`src/rtl/uart_cmd_rx.sv`:
```
// UART command receiver: 8-bit frames with a parity bit, assembled into 4-byte {cmd, addr_h, addr_l, data} packets.
// A packet whose cmd is CMD_WR drives a one-cycle reg_wr. Define PARITY_CHK_EN to reject bytes with bad (even) parity.
module uart_cmd_rx #(
  parameter int          BAUD_DIV = 868,
  parameter int          TIMEOUT  = 100000,
  parameter logic [7:0]  CMD_WR   = 8'hB0
) (
  input  logic        clk_sys,
  input  logic        rst_n,
  input  logic        uart_rx,
  output logic        reg_wr,
  output logic [15:0] reg_addr,
  output logic [7:0]  reg_wdata,
  output logic        rx_byte_vld,
  output logic [7:0]  rx_byte,
  output logic        err_frame,
  output logic        err_parity,
  output logic        err_cmd
);

  localparam int CW = $clog2(BAUD_DIV + 1);
  localparam int TW = $clog2(TIMEOUT + 1);
  localparam logic [CW-1:0] HALF = CW'(BAUD_DIV / 2);
  localparam logic [CW-1:0] FULL = CW'(BAUD_DIV);

  typedef enum logic [2:0] {IDLE, START, DATA, PARITY, STOP} bit_st_t;
  typedef enum logic [1:0] {P_CMD, P_AH, P_AL, P_DAT} pkt_st_t;

  typedef struct packed {
    logic [15:0] addr;
    logic [7:0]  data;
  } wr_req_t;

  // ---- line synchroniser and falling-edge detect ----
  logic [1:0] rx_sync;
  logic       rx_d;
  logic       rx_s;
  logic       fall;

  always_ff @(posedge clk_sys or negedge rst_n) begin
    if (!rst_n) begin
      rx_sync <= 2'b11;
      rx_d    <= 1'b1;
    end else begin
      rx_sync <= {rx_sync[0], uart_rx};
      rx_d    <= rx_sync[1];
    end
  end

  assign rx_s = rx_sync[1];
  // An edge needs a high sample first, so a held-low break cannot retrigger.
  assign fall = rx_d & ~rx_s;

  // ---- bit FSM ----
  bit_st_t       bit_st, bit_nxt;
  logic [CW-1:0] cnt;
  logic [CW-1:0] cnt_val;
  logic          cnt_ld;
  logic          tick;
  logic [2:0]    idx;
  logic [7:0]    shift;
  logic          start_det;
  logic          smp_data;
  logic          byte_done;

  assign tick = (cnt == CW'(1));

  always_ff @(posedge clk_sys or negedge rst_n) begin
    if (!rst_n) bit_st <= IDLE;
    else        bit_st <= bit_nxt;
  end

  always_comb begin
    bit_nxt   = bit_st;
    cnt_ld    = 1'b0;
    cnt_val   = FULL;
    start_det = 1'b0;
    smp_data  = 1'b0;
    byte_done = 1'b0;
    case (bit_st)
      IDLE: if (fall) begin
        bit_nxt   = START;
        cnt_ld    = 1'b1;
        cnt_val   = HALF;
        start_det = 1'b1;
      end
      START: if (tick) begin
        if (rx_s) bit_nxt = IDLE;
        else begin
          bit_nxt = DATA;
          cnt_ld  = 1'b1;
        end
      end
      DATA: if (tick) begin
        smp_data = 1'b1;
        cnt_ld   = 1'b1;
        if (idx == 3'd7) bit_nxt = PARITY;
      end
      PARITY: if (tick) begin
        cnt_ld  = 1'b1;
        bit_nxt = STOP;
      end
      STOP: if (tick) begin
        byte_done = 1'b1;
        bit_nxt   = IDLE;
      end
      default: bit_nxt = IDLE;
    endcase
  end

  always_ff @(posedge clk_sys or negedge rst_n) begin
    if (!rst_n) begin
      cnt   <= '0;
      idx   <= '0;
      shift <= '0;
    end else begin
      if (cnt_ld)          cnt <= cnt_val;
      else if (cnt != '0)  cnt <= cnt - CW'(1);
      if (bit_st == START) idx <= '0;
      else if (smp_data)   idx <= idx + 3'd1;
      if (smp_data)        shift[idx] <= rx_s;
    end
  end

  // ---- byte verdict at the stop sample ----
  logic par_fail;

`ifdef PARITY_CHK_EN
  logic par_bit;

  always_ff @(posedge clk_sys or negedge rst_n) begin
    if (!rst_n)                          par_bit <= 1'b0;
    else if (bit_st == PARITY && tick)   par_bit <= rx_s;
  end

  assign par_fail = par_bit ^ (^shift);
`else
  assign par_fail = 1'b0;
`endif

  logic accept, ferr, perr, drop;

  assign accept = byte_done & rx_s & ~par_fail;
  assign ferr   = byte_done & ~rx_s;
  assign perr   = byte_done & par_fail;
  assign drop   = ferr | perr;

  // ---- packet FSM and inter-byte timeout ----
  pkt_st_t       pkt_st, pkt_nxt;
  logic [TW-1:0] to_cnt;
  logic          to_run;
  logic          to_hit;

  assign to_run = (pkt_st != P_CMD) && (bit_st == IDLE);
  // A start edge in the expiry cycle wins, keeping the partial packet.
  assign to_hit = to_run && !start_det && (to_cnt == TW'(TIMEOUT - 1));

  always_ff @(posedge clk_sys or negedge rst_n) begin
    if (!rst_n) pkt_st <= P_CMD;
    else        pkt_st <= pkt_nxt;
  end

  always_comb begin
    pkt_nxt = pkt_st;
    if (drop) pkt_nxt = P_CMD;
    else if (accept) begin
      case (pkt_st)
        P_CMD: pkt_nxt = P_AH;
        P_AH:  pkt_nxt = P_AL;
        P_AL:  pkt_nxt = P_DAT;
        P_DAT: pkt_nxt = P_CMD;
      endcase
    end else if (to_hit) pkt_nxt = P_CMD;
  end

  always_ff @(posedge clk_sys or negedge rst_n) begin
    if (!rst_n)                           to_cnt <= '0;
    else if (start_det || !to_run || to_hit) to_cnt <= '0;
    else                                  to_cnt <= to_cnt + TW'(1);
  end

  // ---- packet storage and registered outputs ----
  logic [7:0] cmd_q, ah_q, al_q;
  wr_req_t    wr_q;

  always_ff @(posedge clk_sys or negedge rst_n) begin
    if (!rst_n) begin
      cmd_q       <= '0;
      ah_q        <= '0;
      al_q        <= '0;
      wr_q        <= '0;
      reg_wr      <= 1'b0;
      rx_byte_vld <= 1'b0;
      rx_byte     <= '0;
      err_frame   <= 1'b0;
      err_parity  <= 1'b0;
      err_cmd     <= 1'b0;
    end else begin
      rx_byte_vld <= accept;
      err_frame   <= ferr;
      err_parity  <= perr;
      reg_wr      <= 1'b0;
      err_cmd     <= 1'b0;
      if (accept) begin
        rx_byte <= shift;
        case (pkt_st)
          P_CMD: cmd_q <= shift;
          P_AH:  ah_q  <= shift;
          P_AL:  al_q  <= shift;
          P_DAT: begin
            if (cmd_q == CMD_WR) begin
              reg_wr <= 1'b1;
              wr_q   <= '{addr: {ah_q, al_q}, data: shift};
            end else begin
              err_cmd <= 1'b1;
            end
          end
        endcase
      end
    end
  end

  assign reg_addr  = wr_q.addr;
  assign reg_wdata = wr_q.data;

endmodule

```
`config.mk`:
```
export PLATFORM = sky130hd
export DESIGN_NAME = uart_cmd_rx
export DESIGN_NICKNAME = d
export VERILOG_FILES = /design/src/rtl/uart_cmd_rx.sv
export SDC_FILE = /design/constraint.sdc
export NUM_CORES = 1
export LEC_CHECK = 0
export ABC_AREA = 1
export CAP_MARGIN = 20
export CORE_MARGIN = 1
export CORE_UTILIZATION = 45
export CTS_BUF_LIST = sky130_fd_sc_hd__clkbuf_16
export DETAILED_ROUTE_END_ITERATION = 12
export SLEW_MARGIN = 20
export SYNTH_ARGS = -nofsm -noshare
export SYNTH_HDL_FRONTEND = slang
export SYNTH_SLANG_ARGS = --single-unit
```
`constraint.sdc`:
```
create_clock -name clk_sys -period 2.21 [get_ports clk_sys]
set_clock_uncertainty 0.2 [all_clocks]
set_input_delay 0.442 -clock clk_sys [delete_from_list [all_inputs] [get_ports clk_sys]]
set_output_delay 0.442 -clock clk_sys [all_outputs]
set_load 0.03 [all_outputs]
```
==> flow_summary.json, run 1 <==
{
  "status": "complete, no violations",
  "fin_cells": 730,
  "insertion_delay_ps": 340,
  "seq_area_um2": 2660,
  "hold_start": "rx_sync[0]$_DFF_PN1_",
  "path_buf_inv": 1,
  "synth_compound_area_share_pct": 7.50,
  "synth.avg_cell_area_um2": 8.85,
  "tritoncts": "done",
  "io_pins": 40,
  "postCtsSetupRepairBufs": 0,
  "layout.nets": 603,
  "worstPathRequired_ps": 1570,
  "grt_max_degree": 37,
  "p_sw_share_pct": 27.0,
  "ys_seq_elements": 106,
  "final_cell_mix": "nand2_1 (170), dfrtp_1 (103), nor2_1 (59)",
  "drc": 0,
  "period_share_pct": 91.4,
  "drt_first_pass_iters": 4,
  "yosysWarnings": 0,
  "combPwrFrac_pct": 14.1,
  "synth_edf_count": 0,
  "synth_async_sr_flop_share_pct": 100,
  "powerDensity_nw_per_um2": 757,
  "drtAntennaViolNets": 0,
  "antenna_found_initial": 0,
  "ctsHoldBuffers": 1,
  "synthMuxAreaShare_pct": 0,
  "fin_setup_tns_ps": 0,
  "drive_above_1_share_pct": 8.92,
  "grt_pass1_vias": 3501,
  "endpoint_kind": "output pin",
  "start_util_pct": 46.4,
  "power_frac_seq_pct": 50.5,
  "hp-class": "reg2reg",
  "post_dp_cell_area_um2": 5350,
  "worstPathMaxFanout": 2,
  "synth_top_family_by_area": "simple AND/OR/NAND/NOR gates",
  "worst_setup_path_start_kind": "register",
  "multi_input_area_um2": 1880,
  "synth_ff_type": "dfrtp_1",
  "hold_ws_ps": 167,
  "io_buffers": 38,
  "syn_nets": 554,
  "critPathTopFamily": "buffers and inverters",
  "critical_path_class": "reg2out",
  "seq_area_frac_synth_pct": 55.5,
  "clkPwrFrac_pct": 35.4,
  "final_hold_viol_count": 0,
  "synth_xor_area_share_pct": 1.46,
  "startpoint": "rx_byte[1]$_DFFE_PN0P_",
  "clockRootBuffer": "clkbuf_16",
  "gr-total-overflow": 0,
  "gp_congestion": 0.833,
  "n_antenna_cell": 0,
  "yosysUniqueCellTypes": 38,
  "clk_pin_slew_worst_paths_ps": 70,
  "via_count": 3545,
  "cts_buffers": 9,
  "post_cts_resized": 0,
  "setup_slack_ps": 191,
  "cap_violations": 0,
  "syn_area_um2": 4790,
  "dp_cells": 714,
  "setup_violations": 0,
  "syn_inst": 541,
  "cts_max_level": 3,
  "peakVddDrop_mv": 0.419,
  "synthAdderAreaFrac_pct": 2.61,
  "hpwl_um": 6650,
  "drt-total-wl_um": 9250,
  "fin_crit_ps": 2020,
  "dieArea_um2": 11100,
  "crit_chain": "clkdlybuf4s50_1",
  "design_area_um2": 5630,
  "layout_commonest_cell": "nand2_1",
  "fp.coreArea_um2": 10300,
  "cts.sinks": 106,
  "areaGrowthSynthToFinish_pct": 17.6,
  "grt_pass1_wl_um": 16500,
  "synth-simple-area-share_pct": 27.6,
  "p_sw_mw": 1.15,
  "grt_usage_pct": 19.0,
  "cts_buffer_depth": 2,
  "r2r-start": "cnt[1]$_DFFE_PN0P_",
  "die_h_um": 105,
  "fmaxAchievable_ghz": 0.495,
  "vias_per_cell": 4.86,
  "wire_per_inst_um": 12.7,
  "slowest_stage": "clkdlybuf4s50_1",
  "rsz0062_at_grt": "false",
  "p_int_mw": 3.12,
  "arrival_ps": 1380,
  "placementRows": 37,
  "cpPeakStageDelay_ps": 670,
  "finalMaxSlewViolations": 0,
  "fill_cells": 963,
  "pre_cts_slack_ps": 206,
  "drtIter0Drc": 107,
  "p_leak_nw": 2.61,
  "die_w_um": 105
}
-- cells by family after synthesis --
group / after synthesis
and+or+nand+nor: 299
DFF: 106
AOI/OAI and AO/OA: 63
buffers and inverters: 54
adders and majority gates: 10
xor gates and xnor gates: 8
other: 1
-- synthesized netlist by cell type, types with 3 or more instances --
cell type / instances / area, um2
xnor2_1: 3 / 26.3
nand3_1: 33 / 165
dfrtp_1: 103 / 2580
nand3b_1: 3 / 22.5
inv_1: 40 / 150
o21ai_1: 25 / 125
nor3b_1: 3 / 22.5
nor3_1: 12 / 60.1
nand2_4: 4 / 45.0
inv_2: 3 / 11.3
xor2_1: 5 / 43.8
nor2_2: 5 / 31.3
o21ai_0: 20 / 100
buf_4: 3 / 22.5
nor2_1: 59 / 221
a21oi_1: 4 / 20.0
ha_1: 10 / 125
dfstp_2: 3 / 78.8
o21ai_2: 8 / 70.1
buf_6: 5 / 56.3
nand2_1: 170 / 638
-- flip-flops by register name, summed over array words and instances, names as in the netlist --
| signal | count |
|---|---|
| to_cnt | 17 |
| reg_addr | 16 |
| cnt | 10 |
| ah_q | 8 |
| al_q | 8 |
| cmd_q | 8 |
| reg_wdata | 8 |
| rx_byte | 8 |
| shift | 8 |
| bit_st | 3 |
| idx | 3 |
| pkt_st | 2 |
| rx_sync | 2 |
| err_cmd | 1 |
| err_frame | 1 |
| reg_wr | 1 |
| rx_byte_vld | 1 |
| rx_d | 1 |
-- routing by layer --
layer / share of wire, % / global-route usage, % / up-vias
li1: - / - / 1818
met1: 50 / 25.6 / 1675
met2: 46 / 30.8 / 42
met3: 2.3 / 3.74 / 10
met4: 1.3 / 5.94 / 0
met5: 0 / 0 / -
-- power by group through the flow --
stage | sequential [mW] | clock (mW) | combinational [mW]
detailed placement | 2.19 | 0 | 0.596
finish | 2.15 | 1.51 | 0.600
CTS | 2.15 | 1.56 | 0.597
global placement | 2.19 | 0 | 0.586
global route | 2.17 | 1.64 | 0.700
floorplan | 2.16 | 0 | 0.446
-- final timing paths --
path | slack [ps] | to | cells after the start
max | 190 | rx_byte[1] | 1
min | 170 | rx_sync[1]$_DFF_PN1_ | 0
max reg2reg | 200 | reg_addr[14]$_DFFE_PN0P_ | 9
min reg2reg | 170 | rx_sync[1]$_DFF_PN1_ | 0
max in group asynchronous | 760 | reg_addr[7]$_DFFE_PN0P_ | 3
min in group asynchronous | 410 | to_cnt[11]$_DFF_PN0_ | 2
-- through the flow --
step                util [%]  power (mW)
floorplan                  -        2.61
global placement        51.8        2.77
detailed placement      51.8        2.78
CTS                     54.6        4.31
global route            54.6        4.51
finish                  54.6        4.27
-- area by class of cell --
cell class | count | share of cell area [%]
multi-input combinational | 381 | 33.4
clock inverter | 6 | 0.933
clock buffer | 9 | 4.00
timing repair buffer | 49 | 8.66
tap | 136 | 3.02
inverter | 43 | 2.87
sequential | 106 | 47.2
(Power assumes the default switching activity.)
==> inputs of run 2 (changes only) <==
--- a/config.mk
+++ b/config.mk
@@ -10,6 +10,7 @@
 export CORE_MARGIN = 1
 export CORE_UTILIZATION = 45
 export CTS_BUF_LIST = sky130_fd_sc_hd__clkbuf_16
+export CTS_CLUSTER_SIZE = 8
 export DETAILED_ROUTE_END_ITERATION = 12
 export SLEW_MARGIN = 20
 export SYNTH_ARGS = -nofsm -noshare
==> results of run 2 <==
The final DEF is identical to that of run 1; final timing and power are the same.
==> inputs of run 3 (changes only) <==
--- a/config.mk
+++ b/config.mk
@@ -7,11 +7,12 @@
 export LEC_CHECK = 0
 export ABC_AREA = 1
 export CAP_MARGIN = 20
-export CORE_MARGIN = 1
 export CORE_UTILIZATION = 45
 export CTS_BUF_LIST = sky130_fd_sc_hd__clkbuf_16
 export CTS_CLUSTER_SIZE = 8
 export DETAILED_ROUTE_END_ITERATION = 12
+export PLACE_DENSITY = 0.74
+export REMOVE_ABC_BUFFERS = 1
 export SLEW_MARGIN = 20
 export SYNTH_ARGS = -nofsm -noshare
 export SYNTH_HDL_FRONTEND = slang
==> flow_summary.json, run 3 (synthesis gave the netlist of run 1 again) <==
{
  "cts_buffer_depth": 2,
  "insertion_delay_ps": 350,
  "worst_setup_path_start_kind": "register",
  "n_antenna_cell": 0,
  "critical_path_class": "reg2out",
  "die_w_um": 105,
  "grt_pass1_wl_um": 15800,
  "crit_chain": "clkdlybuf4s50_1",
  "largest_register_ffs": 17,
  "dp_cells": 713,
  "final_cell_mix": "nand2_1 (170), dfrtp_1 (103), nor2_1 (59)",
  "arrival_ps": 1410,
  "drive_above_1_share_pct": 9.60,
  "vias_per_cell": 4.94,
  "clk_pin_slew_worst_paths_ps": 70,
  "clockRootBuffer": "clkbuf_16",
  "fmaxAchievable_ghz": 0.487,
  "regMostFlops": "to_cnt",
  "fin_crit_ps": 2050,
  "gr-total-overflow": 0,
  "rsz0062_at_grt": "false",
  "grt_max_degree": 46,
  "endpoint_kind": "output pin",
  "post_cts_resized": 0,
  "startpoint": "reg_wdata[4]$_DFFE_PN0P_",
  "gp_congestion": 0.873,
  "crit_cells": 1,
  "cts_buffers": 9,
  "drt-total-wl_um": 8870,
  "powerDensity_nw_per_um2": 760,
  "design_area_um2": 5640,
  "path_buf_inv": 1,
  "reg2reg_setup_slack_ps": 190,
  "drc": 0,
  "grt_usage_pct": 17.8,
  "grt_pass1_vias": 3529,
  "cts.sinks": 106,
  "start_util_pct": 46.4,
  "finalMaxSlewViolations": 0,
  "cap_violations": 0,
  "period_share_pct": 93.0,
  "dieArea_um2": 11100,
  "hold_ws_ps": 157,
  "drt_first_pass_iters": 4,
  "status": "complete, no violations",
  "antenna_found_initial": 0,
  "r2r-start": "cnt[1]$_DFFE_PN0P_",
  "setup_violations": 0,
  "worstPathRequired_ps": 1570,
  "rr_worst_depth": 9,
  "layout_commonest_cell": "nand2_1",
  "tritoncts": "done",
  "cpPeakStageDelay_ps": 680,
  "placementRows": 37,
  "multi_input_area_um2": 1880,
  "via_count": 3609,
  "die_h_um": 105,
  "areaGrowthSynthToFinish_pct": 17.8,
  "cts_max_level": 3,
  "layout.nets": 602,
  "wire_per_inst_um": 12.2,
  "post_dp_cell_area_um2": 5340,
  "final_hold_viol_count": 0,
  "hp-class": "reg2reg",
  "fill_cells": 917,
  "drtIter0Drc": 191,
  "io_buffers": 38,
  "fp.coreArea_um2": 10300,
  "worstPathMaxFanout": 2,
  "seq_area_um2": 2660,
  "p_leak_nw": 2.60,
  "hpwl_um": 6470,
  "slowest_stage": "clkdlybuf4s50_1",
  "drtAntennaViolNets": 0,
  "fin_cells": 730,
  "io_pins": 40,
  "r2r_end": "reg_wdata[6]$_DFFE_PN0P_",
  "critPathTopFamily": "buffers and inverters",
  "fin_setup_tns_ps": 0,
  "peakVddDrop_mv": 0.334,
  "worstSetupEndpoint": "reg_wdata[4]"
}
run 3: changes by cell type in the layout (fill, tap and decap cells not counted):
cell	delta
inv_1	-3
clkinv_4	+2
inv_6	+2
buf_4	-1
bufinv_16	-1
clkinv_1	-1
clkinv_8	+1
inv_8	+1
run 3: report_power, final:
group	internal, mW	switching (mW)
Sequential	2.04	0.103
Combinational	0.213	0.381
Clock	0.794	0.751
Total	3.05	1.23
run 3: how the worst min path moves through the flow:
stage / from / end / slack, ps / depth (start not counted)
floorplan: rst_n / ah_q[0]$_DFFE_PN0P_ / -50 / 0
global placement: rx_sync[0]$_DFF_PN1_ / rx_sync[1]$_DFF_PN1_ / 150 / 0
detailed placement: rx_sync[0]$_DFF_PN1_ / rx_sync[1]$_DFF_PN1_ / 150 / 0
CTS: rx_sync[0]$_DFF_PN1_ / rx_sync[1]$_DFF_PN1_ / 160 / 0
global route: rx_sync[0]$_DFF_PN1_ / rx_sync[1]$_DFF_PN1_ / 160 / 0
finish: rx_sync[0]$_DFF_PN1_ / rx_sync[1]$_DFF_PN1_ / 160 / 0
run 3: per-stage QoR:
stage	total power, mW	util (%)	worst slack (ps)
final	4.29	54.7	155
after global routing	4.52	54.7	47.4
after CTS	4.35	54.7	141
after detailed placement	2.78	51.7	150
after global placement	2.75	51.7	280
after floorplan	2.61	-	371
run 3: cell type report:
class	instances	area share (%)
Clock buffer	9	3.99
Clock inverter	7	1.24
Inverter	43	2.86
Multi-Input combinational cell	381	33.3
Sequential cell	106	47.1
Tap cell	136	3.02
Timing Repair Buffer	48	8.51
run 3: metal layers:
| layer | wire, um | GRT usage, % | up-vias | share of wire [%] |
|---|---|---|---|---|
| li1 | - | - | 1823 | - |
| met1 | 4070 | 22.5 | 1709 | 46 |
| met2 | 4330 | 29.9 | 63 | 49 |
| met3 | 287 | 3.18 | 14 | 3.2 |
| met4 | 190 | 8.15 | 0 | 2.1 |
| met5 | 0 | 0 | - | 0 |
run 3: what timing repair did:
| item | in CTS | in global routing |
|---|---|---|
| hold endpoints to repair | 29 | 0 |
| buffers inserted | 0 | 0 |
| hold buffers | 1 | 0 |
